[src/rtl/audio_pwm_player_pkg.sv]
// Shared constants for the audio player: PicoBlaze port map, status bit layout, PWM midscale.
// Status byte is assembled by the controller from the player's flag outputs.
package audio_pwm_player_pkg;

    localparam logic [7:0] SAMPLE_PORT       = 8'h06;
    localparam logic [7:0] AUDIO_STATUS_PORT = 8'h07;

    localparam int STAT_EMPTY_BIT    = 0;
    localparam int STAT_FULL_BIT     = 1;
    localparam int STAT_UNDERRUN_BIT = 2;
    localparam int STAT_OVERFLOW_BIT = 3;

    localparam logic [7:0] PWM_MIDSCALE = 8'h80;

    function automatic logic [7:0] pack_status(input logic empty, input logic full,
                                               input logic underrun, input logic overflow);
        logic [7:0] s;
        s = 8'h00;
        s[STAT_EMPTY_BIT]    = empty;
        s[STAT_FULL_BIT]     = full;
        s[STAT_UNDERRUN_BIT] = underrun;
        s[STAT_OVERFLOW_BIT] = overflow;
        return s;
    endfunction

endpackage

[src/rtl/audio_pwm_player_if.sv]
// Firmware-facing bus of the audio player: sample write strobe, control levels and FIFO status.
// master = PicoBlaze/controller side, slave = player.
interface audio_pwm_player_if #(
    parameter int ADDR_W = 4
);
    logic [7:0]      sample_in;
    logic            write_sample;
    logic            enable;
    logic            clear_flags;
    logic            fifo_full;
    logic            fifo_empty;
    logic [ADDR_W:0] fifo_count;
    logic            underrun;
    logic            overflow;
    logic            pwm_out;

    modport master (
        output sample_in, write_sample, enable, clear_flags,
        input  fifo_full, fifo_empty, fifo_count, underrun, overflow, pwm_out
    );

    modport slave (
        input  sample_in, write_sample, enable, clear_flags,
        output fifo_full, fifo_empty, fifo_count, underrun, overflow, pwm_out
    );
endinterface

[src/rtl/audio_pwm_player_sample_fifo.sv]
// Synchronous sample FIFO with explicit occupancy counter; status valid 1 cycle after push/pop.
// A pop in the same cycle frees a slot, so push-while-full is accepted when popping.
module audio_pwm_player_sample_fifo #(
    parameter int FIFO_DEPTH = 16,
    parameter int ADDR_W     = 4
) (
    input  logic            clk,
    input  logic            reset,
    input  logic            push_i,
    input  logic [7:0]      data_i,
    input  logic            pop_i,
    output logic [7:0]      data_o,
    output logic            full_o,
    output logic            empty_o,
    output logic [ADDR_W:0] count_o,
    output logic            ovf_attempt_o
);
    localparam int CNT_W = ADDR_W + 1;

    logic [7:0]        mem_q [FIFO_DEPTH];
    logic [ADDR_W-1:0] wr_ptr_q, wr_ptr_d;
    logic [ADDR_W-1:0] rd_ptr_q, rd_ptr_d;
    logic [CNT_W-1:0]  count_q, count_d;
    logic              push_ok, pop_ok;

    assign full_o  = (count_q == CNT_W'(FIFO_DEPTH));
    assign empty_o = (count_q == '0);
    assign count_o = count_q;
    assign data_o  = mem_q[rd_ptr_q];

    always_comb begin
        pop_ok        = pop_i && !empty_o;
        push_ok       = push_i && (!full_o || pop_ok);
        ovf_attempt_o = push_i && !push_ok;
        wr_ptr_d      = push_ok ? wr_ptr_q + ADDR_W'(1) : wr_ptr_q;
        rd_ptr_d      = pop_ok  ? rd_ptr_q + ADDR_W'(1) : rd_ptr_q;
        count_d       = count_q;
        case ({push_ok, pop_ok})
            2'b10:   count_d = count_q + CNT_W'(1);
            2'b01:   count_d = count_q - CNT_W'(1);
            default: count_d = count_q;
        endcase
    end

    always_ff @(posedge clk) begin
        if (reset) begin
            wr_ptr_q <= '0;
            rd_ptr_q <= '0;
            count_q  <= '0;
        end else begin
            wr_ptr_q <= wr_ptr_d;
            rd_ptr_q <= rd_ptr_d;
            count_q  <= count_d;
        end
    end

    // Storage is not reset; a reset discards contents through the pointers.
    always_ff @(posedge clk) begin
        if (push_ok) begin
            mem_q[wr_ptr_q] <= data_i;
        end
    end

endmodule

[src/rtl/audio_pwm_player.sv]
// Audio sample player: FIFO-buffered samples popped at SAMPLE_HZ drive an 8-bit free-running PWM.
// Sample reaches pwm_out 2 edges after its tick; no backpressure, firmware paces on fifo status.
module audio_pwm_player
    import audio_pwm_player_pkg::*;
#(
    parameter int CLK_HZ     = 100000000,
    parameter int SAMPLE_HZ  = 8000,
    parameter int FIFO_DEPTH = 16,
    parameter int ADDR_W     = 4
) (
    input  logic                clk,
    input  logic                reset,
    audio_pwm_player_if.slave   bus
);
    localparam int DIV   = CLK_HZ / SAMPLE_HZ;
    localparam int DIV_W = (DIV > 1) ? $clog2(DIV) : 1;

    logic [DIV_W-1:0] div_cnt_q, div_cnt_d;
    logic             tick;
    logic [7:0]       cur_sample_q, cur_sample_d;
    logic [7:0]       pwm_cnt_q, pwm_cnt_d;
    logic             pwm_out_q, pwm_out_d;
    logic             underrun_q, underrun_d;
    logic             overflow_q, overflow_d;

    logic [7:0]       fifo_data;
    logic             fifo_full, fifo_empty, ovf_attempt;
    logic [ADDR_W:0]  fifo_count;

    audio_pwm_player_sample_fifo #(
        .FIFO_DEPTH (FIFO_DEPTH),
        .ADDR_W     (ADDR_W)
    ) u_sample_fifo (
        .clk           (clk),
        .reset         (reset),
        .push_i        (bus.write_sample),
        .data_i        (bus.sample_in),
        .pop_i         (tick),
        .data_o        (fifo_data),
        .full_o        (fifo_full),
        .empty_o       (fifo_empty),
        .count_o       (fifo_count),
        .ovf_attempt_o (ovf_attempt)
    );

    assign tick = bus.enable && (div_cnt_q == DIV_W'(DIV - 1));

    always_comb begin
        div_cnt_d = '0;
        if (bus.enable && !tick) begin
            div_cnt_d = div_cnt_q + DIV_W'(1);
        end

        cur_sample_d = cur_sample_q;
        if (!bus.enable) begin
            cur_sample_d = PWM_MIDSCALE;
        end else if (tick) begin
            cur_sample_d = fifo_empty ? PWM_MIDSCALE : fifo_data;
        end

        // A new event in the clearing cycle keeps the flag set.
        underrun_d = underrun_q;
        if (tick && fifo_empty) begin
            underrun_d = 1'b1;
        end else if (bus.clear_flags) begin
            underrun_d = 1'b0;
        end

        overflow_d = overflow_q;
        if (ovf_attempt) begin
            overflow_d = 1'b1;
        end else if (bus.clear_flags) begin
            overflow_d = 1'b0;
        end

        pwm_cnt_d = pwm_cnt_q + 8'd1;
        pwm_out_d = (pwm_cnt_q < cur_sample_q);
    end

    always_ff @(posedge clk) begin
        if (reset) begin
            div_cnt_q    <= '0;
            cur_sample_q <= PWM_MIDSCALE;
            pwm_cnt_q    <= '0;
            pwm_out_q    <= 1'b0;
            underrun_q   <= 1'b0;
            overflow_q   <= 1'b0;
        end else begin
            div_cnt_q    <= div_cnt_d;
            cur_sample_q <= cur_sample_d;
            pwm_cnt_q    <= pwm_cnt_d;
            pwm_out_q    <= pwm_out_d;
            underrun_q   <= underrun_d;
            overflow_q   <= overflow_d;
        end
    end

    assign bus.fifo_full  = fifo_full;
    assign bus.fifo_empty = fifo_empty;
    assign bus.fifo_count = fifo_count;
    assign bus.underrun   = underrun_q;
    assign bus.overflow   = overflow_q;
    assign bus.pwm_out    = pwm_out_q;

endmodule

[src/flat_wrapper.sv]
// flat-port wrapper written by rule: the top's interface ports become plain ports
module audio_pwm_player_flat import audio_pwm_player_pkg::*;
#(
    parameter int CLK_HZ     = 100000000,
    parameter int SAMPLE_HZ  = 8000,
    parameter int FIFO_DEPTH = 16,
    parameter int ADDR_W     = 4
)
  (clk, reset, bus_sample_in, bus_write_sample, bus_enable, bus_clear_flags, bus_fifo_full, bus_fifo_empty, bus_fifo_count, bus_underrun, bus_overflow, bus_pwm_out);
  audio_pwm_player_if #(.ADDR_W(ADDR_W)) bus_i ();
  input  logic clk;
  input  logic reset;
  input wire logic [$bits(bus_i.sample_in)-1:0] bus_sample_in;
  input wire logic [$bits(bus_i.write_sample)-1:0] bus_write_sample;
  input wire logic [$bits(bus_i.enable)-1:0] bus_enable;
  input wire logic [$bits(bus_i.clear_flags)-1:0] bus_clear_flags;
  output wire logic [$bits(bus_i.fifo_full)-1:0] bus_fifo_full;
  output wire logic [$bits(bus_i.fifo_empty)-1:0] bus_fifo_empty;
  output wire logic [$bits(bus_i.fifo_count)-1:0] bus_fifo_count;
  output wire logic [$bits(bus_i.underrun)-1:0] bus_underrun;
  output wire logic [$bits(bus_i.overflow)-1:0] bus_overflow;
  output wire logic [$bits(bus_i.pwm_out)-1:0] bus_pwm_out;
  assign bus_i.sample_in = bus_sample_in;
  assign bus_i.write_sample = bus_write_sample;
  assign bus_i.enable = bus_enable;
  assign bus_i.clear_flags = bus_clear_flags;
  assign bus_fifo_full = bus_i.fifo_full;
  assign bus_fifo_empty = bus_i.fifo_empty;
  assign bus_fifo_count = bus_i.fifo_count;
  assign bus_underrun = bus_i.underrun;
  assign bus_overflow = bus_i.overflow;
  assign bus_pwm_out = bus_i.pwm_out;
  audio_pwm_player #(.CLK_HZ(CLK_HZ), .SAMPLE_HZ(SAMPLE_HZ), .FIFO_DEPTH(FIFO_DEPTH), .ADDR_W(ADDR_W)) u_core (.clk(clk), .reset(reset), .bus(bus_i));
endmodule
[config.mk]
export PLATFORM = sky130hd
export DESIGN_NAME = audio_pwm_player_flat
export DESIGN_NICKNAME = d
export VERILOG_FILES = /design/src/rtl/audio_pwm_player_pkg.sv /design/src/rtl/audio_pwm_player_if.sv /design/src/rtl/audio_pwm_player_sample_fifo.sv /design/src/rtl/audio_pwm_player.sv /design/src/flat_wrapper.sv
export SDC_FILE = /design/constraint.sdc
export NUM_CORES = 1
export LEC_CHECK = 0
export CAP_MARGIN = 20
export CORE_MARGIN = 1.5
export CORE_UTILIZATION = 50
export CTS_BUF_LIST = sky130_fd_sc_hd__clkbuf_8
export DETAILED_ROUTE_END_ITERATION = 16
export GPL_TIMING_DRIVEN = 0
export MAX_ROUTING_LAYER = met4
export PLACE_DENSITY = 0.69
export REMOVE_ABC_BUFFERS = 1
export SLEW_MARGIN = 20
export SYNTH_ARGS = -nofsm -noshare
export SYNTH_HDL_FRONTEND = slang
export SYNTH_HIERARCHICAL = 1
export SYNTH_SLANG_ARGS = --single-unit
export TNS_END_PERCENT = 10
[constraint.sdc]
create_clock -name clk -period 4.06 [get_ports clk]
set_input_delay 1.015 -clock clk [delete_from_list [all_inputs] [get_ports clk]]
set_output_delay 1.015 -clock clk [all_outputs]
set_load 0.01 [all_outputs]
---- After elaboration in Yosys (flattened, before gate mapping) ----
Memory sizes are Yosys's and may differ from the RTL's. A register that Yosys moved wholly into a read port is not among the register bits.
Cells that the tools add are included.
word-level totals
  bits in registers ....................... 46
  memory bits (writable) .................. 128
  input port bits ......................... 13
  output and inout bits ................... 10
  word-level logic and storage cells ...... 49
  memories kept ........................... 1
memory list
  name                        words  bits a word  read ports  clocked after Yosys merged registers in  wr ports  line                                text
  u_core.u_sample_fifo.mem_q  16     8            1           1                                        1         audio_pwm_player_sample_fifo.sv:20  logic [7:0] mem_q [FIFO_DEPTH];
cells by class
  $add $sub $neg .......................... 6
  magnitude comparators ................... 1
  equality and inequality tests ........... 4
  multiplexer cells ....................... 9
  bitwise operators ....................... 2
  reductions and logical operators ........ 17
operator list
  cell                                                                    count
  14-bit by 1-bit adder with 14-bit output (second input constant)        1
  14-bit equality test (second input constant)                            1
  5-bit case mux with 2 select lines                                      1
  4-bit by 1-bit adder with 4-bit output (second input constant)          2
  8-bit by 1-bit adder with 8-bit output (second input constant)          1
  8-bit less-than comparator                                              1
  4-bit two-way mux                                                       2
  8-bit two-way mux                                                       1
  1-bit logical AND                                                       6
  2-bit nonzero test                                                      3
  5-bit by 1-bit adder with 5-bit output (second input constant)          1
  5-bit equality test (second input constant)                             1
  5-bit logical NOT                                                       1
  1-bit two-way mux                                                       5
  5-bit by 1-bit subtractor with 5-bit output (second input constant)     1
  1-bit logical NOT                                                       4
  2-bit OR reduction                                                      2
  2-bit by 1-bit equality test with 1-bit output (second input constant)  1
  2-bit equality test (second input constant)                             1
  1-bit inverter                                                          2
  1-bit logical OR                                                        1

---- Logic depth before layout (Yosys ltp) ----
Gate-level depths: netlist of run 1.
  word-level depth ........................ 8
  depth in mapped cells ................... 13
  gate-level depth less buffers ........... 12

---- By module ----
The synthesis of run 1 kept the hierarchy.
modules (own cells, without submodules)
  module                        instances  cells an instance  area an instance (sq um)  sequential area each (sq um)
  audio_pwm_player_sample_fifo  1          323                5859.4                    4184.0
  audio_pwm_player              1          174                1580.3                    660.6

---- Least setup slack after synthesis of run 1 ----
OpenSTA, ideal clock, no wires.
  path kind ............................... in2reg
  start point ............................. in bus_enable
  end point ............................... reg u_core.u_sample_fifo.count_q[4] (netlist: u_core/u_sample_fifo/count_o[4])
  setup time .............................. 0.134 ns
  arrival ................................. 2.875 ns
  data required time ...................... 3.926 ns
  path slack .............................. 1.051 ns
  stages on the path ...................... 8
  path buffers ............................ 0
  cell sequence ........................... and2_1 -> nor2b_1 -> o21ai_4 -> fa_1 -> nand2b_1 -> o2bb2ai_1 -> mux2i_1 -> or4_1
between the ends
  word-level cells in the longest chain between the ends .. 6
  elaborated cells on any way between the ends .. 8
  classes of those cells .................. eq/ne: 2; mux: 1; reduce/logical: 5
RTL lines
  item                                                                                          line                                text
  from (decl)                                                                                   flat_wrapper.sv:15                  input wire logic [$bits(bus_i.enable)-1:0] bus_enable;
  1-bit logical AND *                                                                           audio_pwm_player.sv:46              assign tick = bus.enable && (div_cnt_q == DIV_W'(DIV - 1));
  1-bit logical AND *                                                                           audio_pwm_player_sample_fifo.sv:32  pop_ok = pop_i && !empty_o;
  1-bit logical OR                                                                              audio_pwm_player_sample_fifo.sv:33  push_ok = push_i && (!full_o || pop_ok);
  1-bit logical AND                                                                             audio_pwm_player_sample_fifo.sv:33
  2-bit by 1-bit equality test with 1-bit output / 2-bit equality test (equally long branches)  audio_pwm_player_sample_fifo.sv:38  case ({push_ok, pop_ok})
  5-bit case mux with 2 select lines / 2-bit nonzero test (equally long branches)               -
  to (signal assigned)                                                                          audio_pwm_player_sample_fifo.sv:53  count_q <= count_d;
  to (decl)                                                                                     audio_pwm_player_sample_fifo.sv:23  logic [CNT_W-1:0] count_q, count_d;
Every way passes the cells marked *; elsewhere a longest branch is shown, timed or not.
A chain may end at the register's enable or synchronous reset.

---- Worst setup path in the final report of run 1 ----
  start point ............................. reg u_core.u_sample_fifo.count_q[0] (netlist: u_core/u_sample_fifo/count_o[0])
  end point ............................... out bus_fifo_empty
between the ends
  word-level cells in the longest chain between the ends .. 1
RTL lines
  item               line                                text
  5-bit logical NOT  audio_pwm_player_sample_fifo.sv:27  assign empty_o = (count_q == '0);
  to (decl)          flat_wrapper.sv:18                  output wire logic [$bits(bus_i.fifo_empty)-1:0] bus_fifo_empty;
Every way passes these cells.

==> summary.md, run 1 <==
| Metric | Value |
|---|---|
| Status | `complete, no violations` |
| Final core occ | `0.564` |
| Placer Congestion | `0.795` |
| ANT cells | `0` |
| Std cell rows | `44` |
| Tightest Pin Transition | `983 ps` |
| Core ar. | `14500 µm²` |
| Initial Util | `0.512` |
| # DRC | `0` |
| Unrepaired setup endpoints after global routing | `false` |
| Maximum VDD drop | `277 µV` |
| H-tree depth | `4` |
| Slew Viols, Final | `0` |
| Post-Syn Area | `7440 µm²` |
| Vias in the first global route | `4130` |
| Critical path peak fanout | `10` |
| Drt wl/cell | `18.6 µm` |
| Pin count of the biggest net entering global routing | `33` |
| Hold Crit Class | `reg -> reg` |
| Nets@finish | `552` |
| Vias post-DR | `4099` |
| Detailed Routing Iterations Pass 1 | `5` |
| TritonCTS clock tree | `built` |
| Synth cell types | `55` |
| CTS clock-pin slew for the worst setup and hold paths | `100 ps` |
| Top FF cell, synth | `edfxtp_1` |
| ANT nets after route | `0` |
| Crit path DAT | `2820 ps` |
| Hold_ws | `458 ps` |
| PostCTS Resize Cnt | `0` |
| Dpl hpwl | `8880 µm` |
| Num Clock Sinks | `178` |
| Synth Instances | `497` |
| Syn. warnings | `6` |
| # Post-CTS Setup Buffers | `0` |
| CTS max path bufs | `2` |
| Worst-Skew Late Latency | `450 ps` |
| Final WL | `13400 µm` |
| Top cells by area, synth | `edfxtp_1, dfxtp_1, mux4_2` |
| # IOs | `23` |
| Fmax achieved | `261 MHz` |
| Final Setup Violations | `0` |
| Seq/Total Area, Yosys | `0.651` |
| Root buf cell | `clkbuf_8` |
| Die Y | `125 µm` |
| Die X | `125 µm` |
| Initial drt markers | `280` |
| Global-route wire length before repair | `21800 µm` |
| Final Cycle Share | `0.945` |
| Post-synthesis register bit count | `178` |
| Fill cells | `1152` |
| Synth top area share | `0.517` |
| Max_cap viols | `0` |
| Total GRT Usage | `0.188` |
| Setup TNS Final | `0 ps` |
| PD cells | `404 nW/µm²` |
| GRT overflow | `0` |
| Via density | `5.71` |
| Die area | `15600 µm²` |
| Skew final | `12.2 ps` |
| CP startpoint kind | `flop` |
| Worst Setup End Kind | `primary output` |
| Share of cells above drive strength 1 | `0.148` |
| Max transition margin | `0.343` |
| Buffers on Ports | `22` |
| Number of synthesized flops with an enable pin | `128` |
| Leak pwr | `0.00266 µW` |
| Syn Area/Cell | `15.0 µm²` |
| Yosys top cell by area | `edfxtp_1` |
| Worst EP required | `3040 ps` |
| FFs w/ async S/R, synth | `0` |
| Initial antenna violation count | `0` |
| Post-layout minimum cycle time | `3840 ps` |
| CP Class | `reg -> out` |
| Final hold vios | `0` |
| TritonCTS buffer count | `17` |
| Hold buffers post-CTS | `0` |
| Layout area overhead | `10.1%` |
-- synth_stat cells (3+ instances only) --
cell type,number
and2_1,14
nor3b_1,4
nor3_1,14
nand2_1,19
clkbuf_1,9
dfxtp_1,50
o21a_1,5
ha_1,17
o21ai_0,4
nand3b_1,8
nand2b_1,4
nor4_1,5
nand4_1,6
buf_6,3
edfxtp_1,128
nor2_1,38
nor2b_1,7
buf_2,3
xnor2_1,15
inv_1,20
a22oi_1,16
and3_1,7
a21oi_1,10
mux4_2,32
xor2_1,8
mux2i_1,4
nand3_1,12
-- area by class of cell --
type / instances / area [µm²] / share of cell area
clock inverters: 15 / 143 / 0.0174
inverters: 21 / 78.8 / 0.00962
clock buffers: 17 / 234 / 0.0286
flip-flops and latches: 178 / 4850 / 0.592
multi-input cells: 280 / 2410 / 0.294
well taps: 184 / 230 / 0.0281
repair buffers: 23 / 248 / 0.0302
-- logic make-up (layout without fill, tap and decap cells) --
family,Yosys count,in the layout,share of synthesized area
multiplexers,37,37,0.104
flip-flops,178,178,0.651
buffers and inverters,39,76,0.0247
AND/OR/NAND/NOR,149,149,0.110
adder cells (fa/ha/maj),18,18,0.0313
AO/OA/AOI/OAI,53,53,0.0515
XOR/XNOR,23,23,0.0271
-- worst paths after layout --
check,cells past startpoint,to,from,slack (ps)
min,2,u_core/cur_sample_q[1],u_core/cur_sample_q[1],460
max,3,bus_fifo_empty,u_core/u_sample_fifo/count_o[0],220
min reg2reg,2,u_core/cur_sample_q[1],u_core/cur_sample_q[1],460
max reg2reg,11,u_core/u_sample_fifo/count_o[4],u_core/div_cnt_q[12],330
-- stage by stage --
stage               power (µW)  setup slack, ps  cells  area, µm²
floorplan                 2130             1050    479       7330
global route              3430             43.0    718       8190
global placement          2200              350    685       7780
CTS                       3340              183    718       8190
detailed placement        2220              295    686       7820
finish                    3310              225    718       8190
-- cell usage in the layout (no fill, tap or decap), types with 3 or more instances in the layout --
| cell | instances |
|---|---|
| a21oi_1 | 10 |
| a22oi_1 | 16 |
| and2_1 | 14 |
| and3_1 | 7 |
| clkbuf_8 | 17 |
| clkdlybuf4s50_1 | 22 |
| clkinv_8 | 3 |
| dfxtp_1 | 48 |
| edfxtp_1 | 128 |
| ha_1 | 17 |
| inv_1 | 20 |
| inv_6 | 6 |
| mux2i_1 | 4 |
| mux4_2 | 32 |
| nand2_1 | 19 |
| nand2b_1 | 4 |
| nand3_1 | 12 |
| nand3b_1 | 8 |
| nand4_1 | 6 |
| nor2_1 | 38 |
| nor2b_1 | 7 |
| nor3_1 | 14 |
| nor3b_1 | 4 |
| nor4_1 | 5 |
| o21a_1 | 5 |
| o21ai_0 | 4 |
| xnor2_1 | 15 |
| xor2_1 | 8 |
-- per-layer routing --
metal | global-route usage | routed length [µm] | vias to the layer above
met5 | - | 0 | -
met1 | 0.242 | 5820 | 2059
li1 | - | - | 1945
met2 | 0.305 | 6870 | 84
met4 | 0.0441 | 114 | 0
met3 | 0.0449 | 565 | 11
-- critical path, cell delays in order, from the launching register on --
cell and delay [ps]:
dfxtp_1 370, or4_1 770, nor2_1 570, clkdlybuf4s50_1 650
-- state kept, by name (all words and copies together), names as in the netlist, 4 cells and up, named ones only --
signal	cells
u_core/cur_sample_q	8
u_core/u_sample_fifo/wr_ptr_q	4
u_core/div_cnt_q	14
u_core/pwm_cnt_q	8
u_core/u_sample_fifo/rd_ptr_q	4
u_core/u_sample_fifo/count_o	5
u_core/u_sample_fifo/mem_q	128
-- report_power, final --
group          internal [µW]  switching (µW)  total [µW]
combinational           75.7             108         184
sequential              1970            18.1        1990
clock                    450             687        1140
(Power assumes the default switching activity.)
==> inputs of run 2 (changes only) <==
--- a/config.mk
+++ b/config.mk
@@ -11,9 +11,9 @@
 export CTS_BUF_LIST = sky130_fd_sc_hd__clkbuf_8
 export DETAILED_ROUTE_END_ITERATION = 16
 export GPL_TIMING_DRIVEN = 0
-export MAX_ROUTING_LAYER = met4
 export PLACE_DENSITY = 0.69
 export REMOVE_ABC_BUFFERS = 1
+export SETUP_SLACK_MARGIN = 0.2
 export SLEW_MARGIN = 20
 export SYNTH_ARGS = -nofsm -noshare
 export SYNTH_HDL_FRONTEND = slang
==> summary.md, run 2 (same netlist as run 1, synthesis figures left out) <==
| Metric | Value |
|---|---|
| CP Class | `reg -> out` |
| Final non-filler cell area | `8200 µm² (+0.11%)` |
| Via density | `5.71 (about the same)` |
| Final Setup Violations | `0 (unchanged)` |
| PD cells | `403 nW/µm² (-0.14%)` |
| Final Cycle Share | `0.897 (-0.0479)` |
| Maximum VDD drop | `277 µV (about the same)` |
| GRT overflow | `0 (unchanged)` |
| # IOs | `23 (unchanged)` |
| Dpl hpwl | `8880 µm (unchanged)` |
| Critical path peak fanout | `10 (unchanged)` |
| Share of cells above drive strength 1 | `0.152 (+0.00375)` |
| Final cell count without fillers | `718 (unchanged)` |
| Final hold vios | `0 (unchanged)` |
| Max_cap viols | `0 (unchanged)` |
| Skew final | `17.8 ps (+5.57 ps)` |
| Total GRT Usage | `0.182 (-0.00579)` |
| # DRC | `0 (unchanged)` |
| ANT cells | `0 (unchanged)` |
| Core ar. | `14500 µm² (unchanged)` |
| Final WL | `13400 µm (about the same)` |
| CP max stage delay | `780 ps (about the same)` |
| Top flop regs | `u_core/u_sample_fifo/mem_q: 128 flops, u_core/div_cnt_q: 14 flops` |
| Hold buffers post-CTS | `0 (unchanged)` |
| Detailed Routing Iterations Pass 1 | `4 (-1)` |
| Hold_ws | `458 ps (+0.154 ps)` |
| Initial drt markers | `297 (+6.1%)` |
| Vias post-DR | `4100 (+0.024%)` |
| CTS clock-pin slew for the worst setup and hold paths | `100 ps (about the same)` |
| Leak pwr | `0.00267 µW (about the same)` |
| Status | `complete, no violations` |
| TritonCTS buffer count | `17 (unchanged)` |
| Crit path DAT | `2630 ps (-190 ps)` |
| Hold Crit Class | `reg -> reg` |
| TritonCTS clock tree | `built` |
| Max transition margin | `0.344 (+0.000835)` |
| Unrepaired setup endpoints after global routing | `false` |
| Num Clock Sinks | `178 (unchanged)` |
| Fill cells | `1151 (-0.087%)` |
| Die Y | `125 µm (unchanged)` |
| Worst EP required | `3040 ps (about the same)` |
| Tightest Pin Transition | `981 ps (-1.25 ps)` |
| Std cell rows | `44 (unchanged)` |
| Setup TNS Final | `0 ps (unchanged)` |
| Post-layout minimum cycle time | `3640 ps (-194 ps)` |
| Buffers on Ports | `22 (unchanged)` |
| Critical path cell sequence | `or4_1 -> nor2_2 -> clkdlybuf4s50_1` |
| Hold path startpoint | `u_core/cur_sample_q[1]` |
| Pin count of the biggest net entering global routing | `33 (unchanged)` |
| Reg with most FFs | `u_core/u_sample_fifo/mem_q` |
| Dpl cells | `686 (unchanged)` |
| Slew Viols, Final | `0 (unchanged)` |
| Die X | `125 µm (unchanged)` |
| Slowest cell on crit path | `or4_1` |
| Global-route wire length before repair | `21700 µm (-0.13%)` |
| ANT nets after route | `0 (unchanged)` |
| CTS max path bufs | `2 (unchanged)` |
| CP startpoint kind | `flop` |
| Fmax achieved | `275 MHz (+5.3%)` |
| Initial antenna violation count | `0 (unchanged)` |
| Post-DP Area | `7820 µm² (unchanged)` |
| Die area | `15600 µm² (unchanged)` |
| Layout area overhead | `10.3%` |
| Largest register FFs | `128 (unchanged)` |
| Drt wl/cell | `18.6 µm (about the same)` |
| Nets@finish | `552 (unchanged)` |
| Most common cell after layout, fill and taps aside | `edfxtp_1` |
| Worst Setup End Kind | `primary output` |
| Placer Congestion | `0.784 (-1.4%)` |
| RR Startpoint | `u_core/div_cnt_q[12]` |
| # Post-CTS Setup Buffers | `0 (unchanged)` |
| H-tree depth | `4 (unchanged)` |
| Vias in the first global route | `4130 (unchanged)` |
| Most frequent cells in the layout | `edfxtp_1, dfxtp_1, nor2_1` |
| Crit. Startpoint | `u_core/u_sample_fifo/count_o[0]` |
| Initial Util | `0.512 (unchanged)` |
| Root buf cell | `clkbuf_8` |
| Worst-Skew Late Latency | `450 ps (about the same)` |
[run 2: cell count changes in the layout (fill, tap and decap cells not counted)]
cell	before	now
nor4_1	5	4
nor2_1	38	37
nor4_2	0	1
nor2_2	0	1
[run 2: through the flow]
stage | setup WS (ps) | total power (µW) | utilization
finish | 419 | 3310 | 0.564
global route | 262 | 3430 | 0.564
CTS | 381 | 3340 | 0.564
detailed placement | 295 | 2220 | 0.538
global placement | 350 | 2200 | 0.536
floorplan | 1050 | 2130 | -
[run 2: critical path, delay by kind of cell, from the launching register on]
kind,cells,cell delay (ps)
buf+inv,1,610
flops,1,370
simple gates,2,1190
[run 2: final cells by class]
cell class              instances  area, µm²  area share
clock buffers                  17        234      0.0285
well taps                     184        230      0.0281
repair buffers                 23        248      0.0302
clock inverters                15        143      0.0174
flip-flops and latches        178       4850       0.591
multi-input cells             280       2420       0.295
inverters                      21       78.8     0.00961
[run 2: final timing paths]
kind                                                         to  slack, ps  depth (start not counted)
worst min-delay path                     u_core/cur_sample_q[1]        460                          2
worst min register to register           u_core/cur_sample_q[1]        460                          2
worst max-delay path                             bus_fifo_empty        420                          3
worst max register to register  u_core/u_sample_fifo/count_o[4]        550                         11
[run 2: what timing repair did]
action / CTS / global route
gates resized for setup: 1 / 1
endpoints found under the setup margin: 1 / 1
hold endpoints to repair: 0 / 0
gates cloned: 0 / 0
[run 2: metal layers]
layer  GRT usage  part of all wire  routed length [µm]
met1       0.242              0.44                5920
met2       0.305              0.51                6850
met3      0.0449             0.036                 475
met4      0.0441            0.0084                 112
met5           0                 0                   0
[run 2: power breakdown]
part	internal, µW	switching, µW	total [µW]
clock network	450	686	1140
logic	76.0	109	185
registers	1970	18.0	1990
